[src/rtl/vc_dff_pipe_pkg.sv]
// Shared constants and helpers for the vc_dff_pipe delay line.
// Stage words are packed as {parity, val, data} with data at the LSBs.
package vc_pipe_pkg;

  localparam int VC_PIPE_MIN_DEPTH = 1;
  localparam int DATA_LSB = 0;

  function automatic int clog2(input int n);
    int r;
    r = 0;
    while ((1 << r) < n) r++;
    return r;
  endfunction

  function automatic int valOfs(input int w);
    return DATA_LSB + w;
  endfunction

  function automatic int parOfs(input int w);
    return DATA_LSB + w + 1;
  endfunction

endpackage

[src/rtl/vc_dff_pipe_if.sv]
// Pipeline control/data bundle for vc_dff_pipe.
// master drives the input side, slave is the pipeline itself.
interface vc_dff_pipe_if
  import vc_pipe_pkg::*;
#(
  parameter int W     = 32,
  parameter int DEPTH = 4
);
  localparam int CW = clog2(DEPTH + 1);

  logic          en_p;
  logic          flush_p;
  logic [W-1:0]  d_p;
  logic          d_val_p;
  logic [W-1:0]  q_np;
  logic          q_val_np;
  logic [CW-1:0] count_np;
  logic          perr_np;

  modport master (
    output en_p, flush_p, d_p, d_val_p,
    input  q_np, q_val_np, count_np, perr_np
  );

  modport slave (
    input  en_p, flush_p, d_p, d_val_p,
    output q_np, q_val_np, count_np, perr_np
  );

endinterface

[src/rtl/vc_dff_pipe_stage.sv]
// One pipeline register: async active-low reset, advance enable,
// and a synchronous clear that drops only the valid bit.
module vc_dff_pipe_stage
  import vc_pipe_pkg::*;
#(
  parameter int SW      = 33,
  parameter int VAL_BIT = 32
) (
  input  logic          clk,
  input  logic          reset_n,
  input  logic          stageEn,
  input  logic          validClr,
  input  logic [SW-1:0] dIn,
  output logic [SW-1:0] dOut
);

  logic [SW-1:0] stageQ;

  // Clear wins over enable; data bits are left untouched on clear.
  always_ff @(posedge clk or negedge reset_n) begin
    if (!reset_n) begin
      stageQ <= '0;
    end else if (validClr) begin
      stageQ[VAL_BIT] <= 1'b0;
    end else if (stageEn) begin
      stageQ <= dIn;
    end
  end

  assign dOut = stageQ;

endmodule

[src/rtl/vc_dff_pipe.sv]
// DEPTH-stage data+valid delay line with stall, flush and occupancy count.
// Optional output parity check enabled by VC_DFF_PIPE_PARITY_EN.
module vc_dff_pipe
  import vc_pipe_pkg::*;
#(
  parameter int W     = 32,
  parameter int DEPTH = 4
) (
  input logic          clk,
  input logic          reset_n,
  vc_dff_pipe_if.slave pipeIf
);

  localparam int CW      = clog2(DEPTH + 1);
  localparam int VAL_BIT = valOfs(W);
`ifdef VC_DFF_PIPE_PARITY_EN
  localparam int PAR_BIT = parOfs(W);
  localparam int SW      = PAR_BIT + 1;
`else
  localparam int SW      = VAL_BIT + 1;
`endif

  logic [SW-1:0] stageIn  [DEPTH];
  logic [SW-1:0] stageOut [DEPTH];
  logic [SW-1:0] lastStage;
  logic          lastVal;
  logic [CW-1:0] count;
  logic [CW-1:0] countNext;

  if (DEPTH < VC_PIPE_MIN_DEPTH) begin : gBadDepth
    $error("vc_dff_pipe: DEPTH must be at least 1");
  end

`ifdef VC_DFF_PIPE_PARITY_EN
  // Even parity is captured once at entry and then travels with the word.
  assign stageIn[0] = {^pipeIf.d_p, pipeIf.d_val_p, pipeIf.d_p};
`else
  assign stageIn[0] = {pipeIf.d_val_p, pipeIf.d_p};
`endif

  for (genvar i = 0; i < DEPTH; i++) begin : gStage
    if (i > 0) begin : gLink
      assign stageIn[i] = stageOut[i-1];
    end
    vc_dff_pipe_stage #(
      .SW      (SW),
      .VAL_BIT (VAL_BIT)
    ) uStage (
      .clk      (clk),
      .reset_n  (reset_n),
      .stageEn  (pipeIf.en_p),
      .validClr (pipeIf.flush_p),
      .dIn      (stageIn[i]),
      .dOut     (stageOut[i])
    );
  end

  assign lastStage = stageOut[DEPTH-1];
  assign lastVal   = lastStage[VAL_BIT];

  // Incremental occupancy: one word in and one out leaves the count alone.
  always_comb begin
    countNext = count;
    if (pipeIf.d_val_p && !lastVal) begin
      countNext = count + CW'(1);
    end else if (!pipeIf.d_val_p && lastVal) begin
      countNext = count - CW'(1);
    end
  end

  always_ff @(posedge clk or negedge reset_n) begin
    if (!reset_n) begin
      count <= '0;
    end else if (pipeIf.flush_p) begin
      count <= '0;
    end else if (pipeIf.en_p) begin
      count <= countNext;
    end
  end

  assign pipeIf.q_np     = lastStage[DATA_LSB +: W];
  assign pipeIf.q_val_np = lastVal;
  assign pipeIf.count_np = count;

`ifdef VC_DFF_PIPE_PARITY_EN
  // Derived only from last-stage flops, so it updates on the same edge as q_np.
  assign pipeIf.perr_np = lastVal & ((^lastStage[DATA_LSB +: W]) != lastStage[PAR_BIT]);
`else
  assign pipeIf.perr_np = 1'b0;
`endif

endmodule
[src/flat_wrapper.sv]
// flat-port wrapper written by rule: the top's interface ports become plain ports
module vc_dff_pipe_flat import vc_pipe_pkg::*;
#(
  parameter int W     = 32,
  parameter int DEPTH = 4
)
  (clk, reset_n, pipeIf_en_p, pipeIf_flush_p, pipeIf_d_p, pipeIf_d_val_p, pipeIf_q_np, pipeIf_q_val_np, pipeIf_count_np, pipeIf_perr_np);
  vc_dff_pipe_if #(.W(W), .DEPTH(DEPTH)) pipeIf_i ();
  input logic clk;
  input logic reset_n;
  input wire logic [$bits(pipeIf_i.en_p)-1:0] pipeIf_en_p;
  input wire logic [$bits(pipeIf_i.flush_p)-1:0] pipeIf_flush_p;
  input wire logic [$bits(pipeIf_i.d_p)-1:0] pipeIf_d_p;
  input wire logic [$bits(pipeIf_i.d_val_p)-1:0] pipeIf_d_val_p;
  output wire logic [$bits(pipeIf_i.q_np)-1:0] pipeIf_q_np;
  output wire logic [$bits(pipeIf_i.q_val_np)-1:0] pipeIf_q_val_np;
  output wire logic [$bits(pipeIf_i.count_np)-1:0] pipeIf_count_np;
  output wire logic [$bits(pipeIf_i.perr_np)-1:0] pipeIf_perr_np;
  assign pipeIf_i.en_p = pipeIf_en_p;
  assign pipeIf_i.flush_p = pipeIf_flush_p;
  assign pipeIf_i.d_p = pipeIf_d_p;
  assign pipeIf_i.d_val_p = pipeIf_d_val_p;
  assign pipeIf_q_np = pipeIf_i.q_np;
  assign pipeIf_q_val_np = pipeIf_i.q_val_np;
  assign pipeIf_count_np = pipeIf_i.count_np;
  assign pipeIf_perr_np = pipeIf_i.perr_np;
  vc_dff_pipe #(.W(W), .DEPTH(DEPTH)) u_core (.clk(clk), .reset_n(reset_n), .pipeIf(pipeIf_i));
endmodule
[config.mk]
export PLATFORM = sky130hd
export DESIGN_NAME = vc_dff_pipe_flat
export DESIGN_NICKNAME = d
export VERILOG_FILES = /design/src/rtl/vc_dff_pipe_pkg.sv /design/src/rtl/vc_dff_pipe_if.sv /design/src/rtl/vc_dff_pipe_stage.sv /design/src/rtl/vc_dff_pipe.sv /design/src/flat_wrapper.sv
export SDC_FILE = /design/constraint.sdc
export NUM_CORES = 1
export LEC_CHECK = 0
export ABC_AREA = 1
export ABC_CLOCK_PERIOD_IN_PS = 2000
export BUFFER_PORTS_ARGS = -buffer_cell sky130_fd_sc_hd__buf_2
export CAP_MARGIN = 10
export CORE_UTILIZATION = 55
export DETAILED_ROUTE_END_ITERATION = 10
export PLACE_DENSITY = 0.81
export SYNTH_ARGS = -nofsm -noshare
export SYNTH_HDL_FRONTEND = slang
export SYNTH_HIERARCHICAL = 1
export SYNTH_SLANG_ARGS = --single-unit
export TNS_END_PERCENT = 5
[constraint.sdc]
create_clock -name clk -period 2 [get_ports clk]
set_input_delay 0.3 -clock clk [delete_from_list [all_inputs] [get_ports clk]]
set_output_delay 0.3 -clock clk [all_outputs]
set_load 0.02 [all_outputs]
Word level (Yosys, flattened, before mapping)
Index checks and enable logic that the tools add are counted.

Register bits: 135. Bits of input ports: 37. Output and inout port bits: 37. Word-level logic and storage cells: 32.

$add $sub $neg: 2. Mux-type cells: 12. Bitwise operators: 1. Reductions and logical operators: 8.

Operators by type and width (number): two-way mux 33 bit (4); two-way mux 3 bit (4); two-way mux 1 bit (4); AND reduction 2 bit (2); adder 3 x 1 -> 3 bit, second input constant (1); nonzero test 3 bit (1); subtractor 3 x 1 -> 3 bit, second input constant (1); logical AND 1 bit (2); zero test 1 bit (2); nonzero test 2 bit (1); inverter 1 bit (1).

Logic depth before layout (Yosys ltp)
Word-level depth: 6. Gate-level depth with buffers: 9. Gate-level depth less buffers: 9.

Hierarchy
Netlist, hierarchy kept.

Modules (own cells, without submodules): vc_dff_pipe_stage (times used 4, cells each 145, area each 1347.5 µm², seq. area each 825.8 µm²); vc_dff_pipe (times used 1, cells each 36, area each 231.5 µm², seq. area each 75.1 µm²).

Worst setup path before layout
No wires, ideal clock.

Path type: flip-flop to flip-flop. Start point: register u_core.count[0], in the netlist u_core/pipeIf.count_np[0]. End point: register u_core.count[2], in the netlist u_core/pipeIf.count_np[2]. Setup time: 122 ps. Arrival: 1276 ps. Required time: 1878 ps. Slack: 603 ps. Stages on the path, launching flop included: 9. Path buffers: 0. Period minus slack after synthesis: 1397 ps. Path through: dfrtp_1 -> inv_1 -> fa_1 -> inv_1 -> nand2_1 -> nand2_1 -> nand2_1 -> nand2_1 -> o21ai_1.

Longest elaborated chain between the ends: 5. Elaborated cells on any way between the ends: 6. Those cells by class: 2 x add/sub; 4 x mux.

RTL lines: start: declaration (RTL line vc_dff_pipe.sv:27) `logic [CW-1:0] count;`; start signal: assignment (RTL line vc_dff_pipe.sv:77) `count <= countNext;`; subtractor 3 x 1 -> 3 bit (RTL line vc_dff_pipe.sv:67) `countNext = count - CW'(1);`; two-way mux 3 bit (RTL line vc_dff_pipe.sv:66) `end else if (!pipeIf.d_val_p && lastVal) begin`; two-way mux 3 bit * (RTL line vc_dff_pipe.sv:64) `if (pipeIf.d_val_p && !lastVal) begin`; two-way mux 3 bit * (RTL line vc_dff_pipe.sv:76) `end else if (pipeIf.en_p) begin`; two-way mux 3 bit * (RTL line vc_dff_pipe.sv:74) `end else if (pipeIf.flush_p) begin`.

Mark *: on every way between the ends. The rest lies on a longest branch, timed or not. The select of a mux whose other input is x is not followed. A chain may end at the register's enable or synchronous reset.

Worst setup path after layout
Start point: register u_core.gStage[3].uStage.stageQ[32]. End point: output pipeIf_q_val_np.

RTL lines: start: declaration (RTL line vc_dff_pipe_stage.sv:17) `logic [SW-1:0] stageQ;`; start signal: assignment (RTL line vc_dff_pipe_stage.sv:26) `stageQ <= dIn;`; end: declaration (RTL line flat_wrapper.sv:16) `output wire logic [$bits(pipeIf_i.q_val_np)-1:0] pipeIf_q_val_np;`.

No word-level cell between the ends.

==> summary.md <==
| Metric | Value |
|---|---|
| Antenna violations before repair | `0` |
| Launching element type of the critical path | `flip-flop` |
| Signal arrival time at the worst endpoint | `1120 ps` |
| Number of max-slew violations in the final report | `0` |
| Critical Path Stages | `1` |
| Width of the die | `103 µm` |
| Fin worst setup slack | `around 580 ps` |
| Number of buffer and inverter instances along the worst setup path | `1` |
| Fmax | `702 MHz` |
| Met2 wire length | `around 5700 µm` |
| Port-buffer cells | `72` |
| Final worst path period share | `71.2%` |
| Total congestion overflow | `0` |
| Worst Setup End Kind | `output port` |
| Critical Setup Path Class | `flip-flop to output port` |
| Capture point of the critical path | `pipeIf_q_val_np` |
| Overall routing resource usage | `between 20% and 30%` |
| Post-DR wirelength/cell | `13.9 µm` |
| Hold path depth | `3` |
| Highest Signal Layer | `met4` |
| Area of all sequential standard cells | `3380 µm²` |
| TritonCTS clock tree | `built` |
| Pin count of the biggest net entering global routing | `60` |
| Detailed-routing wirelength on met1 | `just over 5000 µm` |
| Routed wire length on met3 | `601 µm` |
| Sequential element share of the synthesized area | `60.1%` |
| Area growth, synth to finish | `16.9%` |
| Via density per instance | `5.20` |
| Filler cell count in the final layout | `795` |
| Final-report setup violation count | `0` |
| Worst reg-to-reg setup slack | `600 ps` |
| Cell leakage power | `~3.7 nW` |
| Starting utilization of the core area | `57.3%` |
| Total clock buffers created by CTS | `17` |
| Maximum number of buffers from clock root to sink | `2` |
| Via count | `4323` |
| Number of post-CTS setup repair buffers | `0` |
| Max Clock Skew | `8.05 ps` |
| N_diodes | `0` |
| Net count after synthesis | `654` |
| Number of max-cap violations | `0` |
| Worst R2R Start | `u_core/pipeIf.count_np[0]` |
| Number of hold-slack violations in the final timing report | `0` |
| Boundary Pins | `74` |
| Count of standard-cell rows | `36` |
| Summed negative setup slack over all endpoints | `0 ps` |
| Post-Synthesis Cell Area | `5620 µm²` |
| Number of buffers inserted for hold repair after clock tree synthesis | `9` |
| Clk slew on worst S/H paths | `60 ps` |
| Area after DPL | `approximately 6000 µm²` |
| Post-detailed-route DRC marker count | `0` |
| Startpoint of the worst setup timing path | `u_core/gStage[3].uStage/dOut[32]` |
| Wire length of the first global-routing pass | `19200 µm` |
| CORE AREA | `approximately 9800 µm²` |
| Cells resized by post-CTS repair | `0` |
| Worst slack on hold paths | `18.1 ps` |
| Run status | `complete, no violations` |
| Top delay family on crit path | `flip-flops` |
| Number of levels in the clock H-tree | `4` |
| Final worst path period need | `1420 ps` |
| Pre-CTS setup slack | `540 ps` |
| CP max-delay cell | `sky130_fd_sc_hd__dfrtp_1` |
| Wire length after detailed routing | `11500 µm` |
| Yosys cell types | `14` |
| Worst R2R End | `u_core/pipeIf.count_np[2]` |
| Die boundary height | `103 µm` |
| Final design area excluding fillers | `6570 µm²` |
| Flip-flop and latch count after synthesis | `about 140` |
| Post-synthesis instance total | `616` |
| Largest stage delay on the critical path | `around 410 ps` |
| Min-delay worst type | `input port to flip-flop` |
| Via count of the first global-routing pass | `a little over 4000` |
| CTS Sinks | `~140` |
| Final std cells w/o fill | `831` |
| Placed Cells | `790` |
| Multi-input gate area | `1830 µm²` |
| Number of DRC markers in iteration 0 | `between 200 and 250` |
| DR pass1 iterations | `7` |
| Worst-path cell chain | `buf_2` |
| Synthesized area per cell | `around 9.1 µm²` |
| Clock insertion delay at the later pin of the skew report | `around 520 ps` |
| Maximum resistive drop on vdd | `around 0.7 mV` |
| RSZ-0062 raised after global routing | `no` |
| Total Die Area | `10600 µm²` |
| Syn. warnings | `6` |
| Antenna-violating nets left | `0` |
| Required time of the critical path | `1700 ps` |
| Net count of the finished layout | `a little over 700` |
| Fraction of layout cells with a size suffix above 1 | `17.6%` |
| Clock root buffer master | `sky130_fd_sc_hd__clkbuf_8` |
| Peak fanout along the critical path | `5` |
| Placed wire-length estimate | `7180 µm` |
| FF-to-FF path depth | `8` |
| Global placer's final weighted congestion | `0.799` |
| Power density of the placed cells | `1120 nW/µm²` |
-- metal layers --
| layer | up-vias | track usage [%] |
|---|---|---|
| met1 | 2089 | 31.8 |
| met4 | 0 | 7.58 |
| li1 | 2098 | - |
| met5 | - | 0 |
| met2 | 126 | 39.0 |
| met3 | 10 | 7.39 |
-- cells in the final DEF (no fill, tap or decap), types with 2 or more instances in the layout --
cell,netlist,layout
sky130_fd_sc_hd__nand3_1,135,135
sky130_fd_sc_hd__buf_4,25,8
sky130_fd_sc_hd__dfrtp_1,135,135
sky130_fd_sc_hd__buf_2,0,70
sky130_fd_sc_hd__inv_2,4,4
sky130_fd_sc_hd__buf_12,0,3
sky130_fd_sc_hd__clkinv_2,0,4
sky130_fd_sc_hd__inv_1,9,9
sky130_fd_sc_hd__nand2_4,4,4
sky130_fd_sc_hd__nor2_1,5,5
sky130_fd_sc_hd__clkbuf_8,0,8
sky130_fd_sc_hd__dlygate4sd3_1,0,9
sky130_fd_sc_hd__clkbuf_16,0,16
sky130_fd_sc_hd__nand2_1,278,278
sky130_fd_sc_hd__clkinvlp_4,0,2
-- final cells by class --
type	instances	area share, %
Clock buffer	25	7.83
Clock inverter	7	0.990
Inverter	13	0.743
Multi-Input combinational cell	427	27.8
Sequential cell	135	51.4
Tap cell	133	2.53
Timing Repair Buffer	91	8.70
-- state kept, by name, indices dropped and copies added (netlist names) --
name,count
u_core/gStage.uStage/dOut,132
u_core/pipeIf.count_np,3
-- cells in the mapped netlist --
| library cell | number | area (µm²) |
|---|---|---|
| sky130_fd_sc_hd__nand2_2 | 1 | 6.26 |
| sky130_fd_sc_hd__a21oi_2 | 1 | 8.76 |
| sky130_fd_sc_hd__nor2_1 | 5 | 18.8 |
| sky130_fd_sc_hd__dfrtp_1 | 135 | 3380 |
| sky130_fd_sc_hd__nand3_1 | 135 | 676 |
| sky130_fd_sc_hd__conb_1 | 1 | 3.75 |
| sky130_fd_sc_hd__buf_6 | 16 | 180 |
| sky130_fd_sc_hd__nand2_4 | 4 | 45.0 |
| sky130_fd_sc_hd__o21ai_1 | 1 | 5.00 |
| sky130_fd_sc_hd__inv_1 | 9 | 33.8 |
| sky130_fd_sc_hd__nand2_1 | 278 | 1040 |
| sky130_fd_sc_hd__inv_2 | 4 | 15.0 |
| sky130_fd_sc_hd__buf_4 | 25 | 188 |
| sky130_fd_sc_hd__fa_1 | 1 | 20.0 |
-- how the worst min path moves through the flow --
stage / startpoint / endpoint
after global placement: reset_n / u_core/gStage[3].uStage/dOut[31]
after floorplan: reset_n / u_core/gStage[0].uStage/dOut[0]
after CTS: pipeIf_d_p[11] / u_core/gStage[0].uStage/dOut[11]
after global routing: pipeIf_d_p[10] / u_core/gStage[0].uStage/dOut[10]
after detailed placement: reset_n / u_core/gStage[3].uStage/dOut[3]
final: pipeIf_d_p[14] / u_core/gStage[0].uStage/dOut[14]
-- through the flow --
step / power, mW / util, %
4_1_cts: 7.44 / 66.9
2_1_floorplan: 4.10 / -
3_5_place_dp: 4.44 / 60.1
5_1_grt: 7.75 / 66.9
6_report: 7.39 / 66.9
3_3_place_gp: 4.38 / 60.1
-- kinds of logic after synthesis --
| logic type | count (synthesis) | share of synthesized area (%) |
|---|---|---|
| AOI/OAI and AO/OA | 2 | 0.245 |
| other | 1 | 0.0667 |
| adders and majority gates | 1 | 0.356 |
| DFF | 135 | 60.1 |
| and+or+nand+nor | 423 | 31.8 |
| buffers and inverters | 54 | 7.41 |
-- power breakdown --
| group | internal (mW) | switching [mW] | total (mW) |
|---|---|---|---|
| Sequential | 3.17 | 0.255 | 3.42 |
| Clock | 1.87 | 1.08 | 2.95 |
| Combinational | 0.353 | 0.662 | 1.01 |
| Total | 5.39 | 2.00 | 7.39 |
Power figures use the tool's default switching activity.
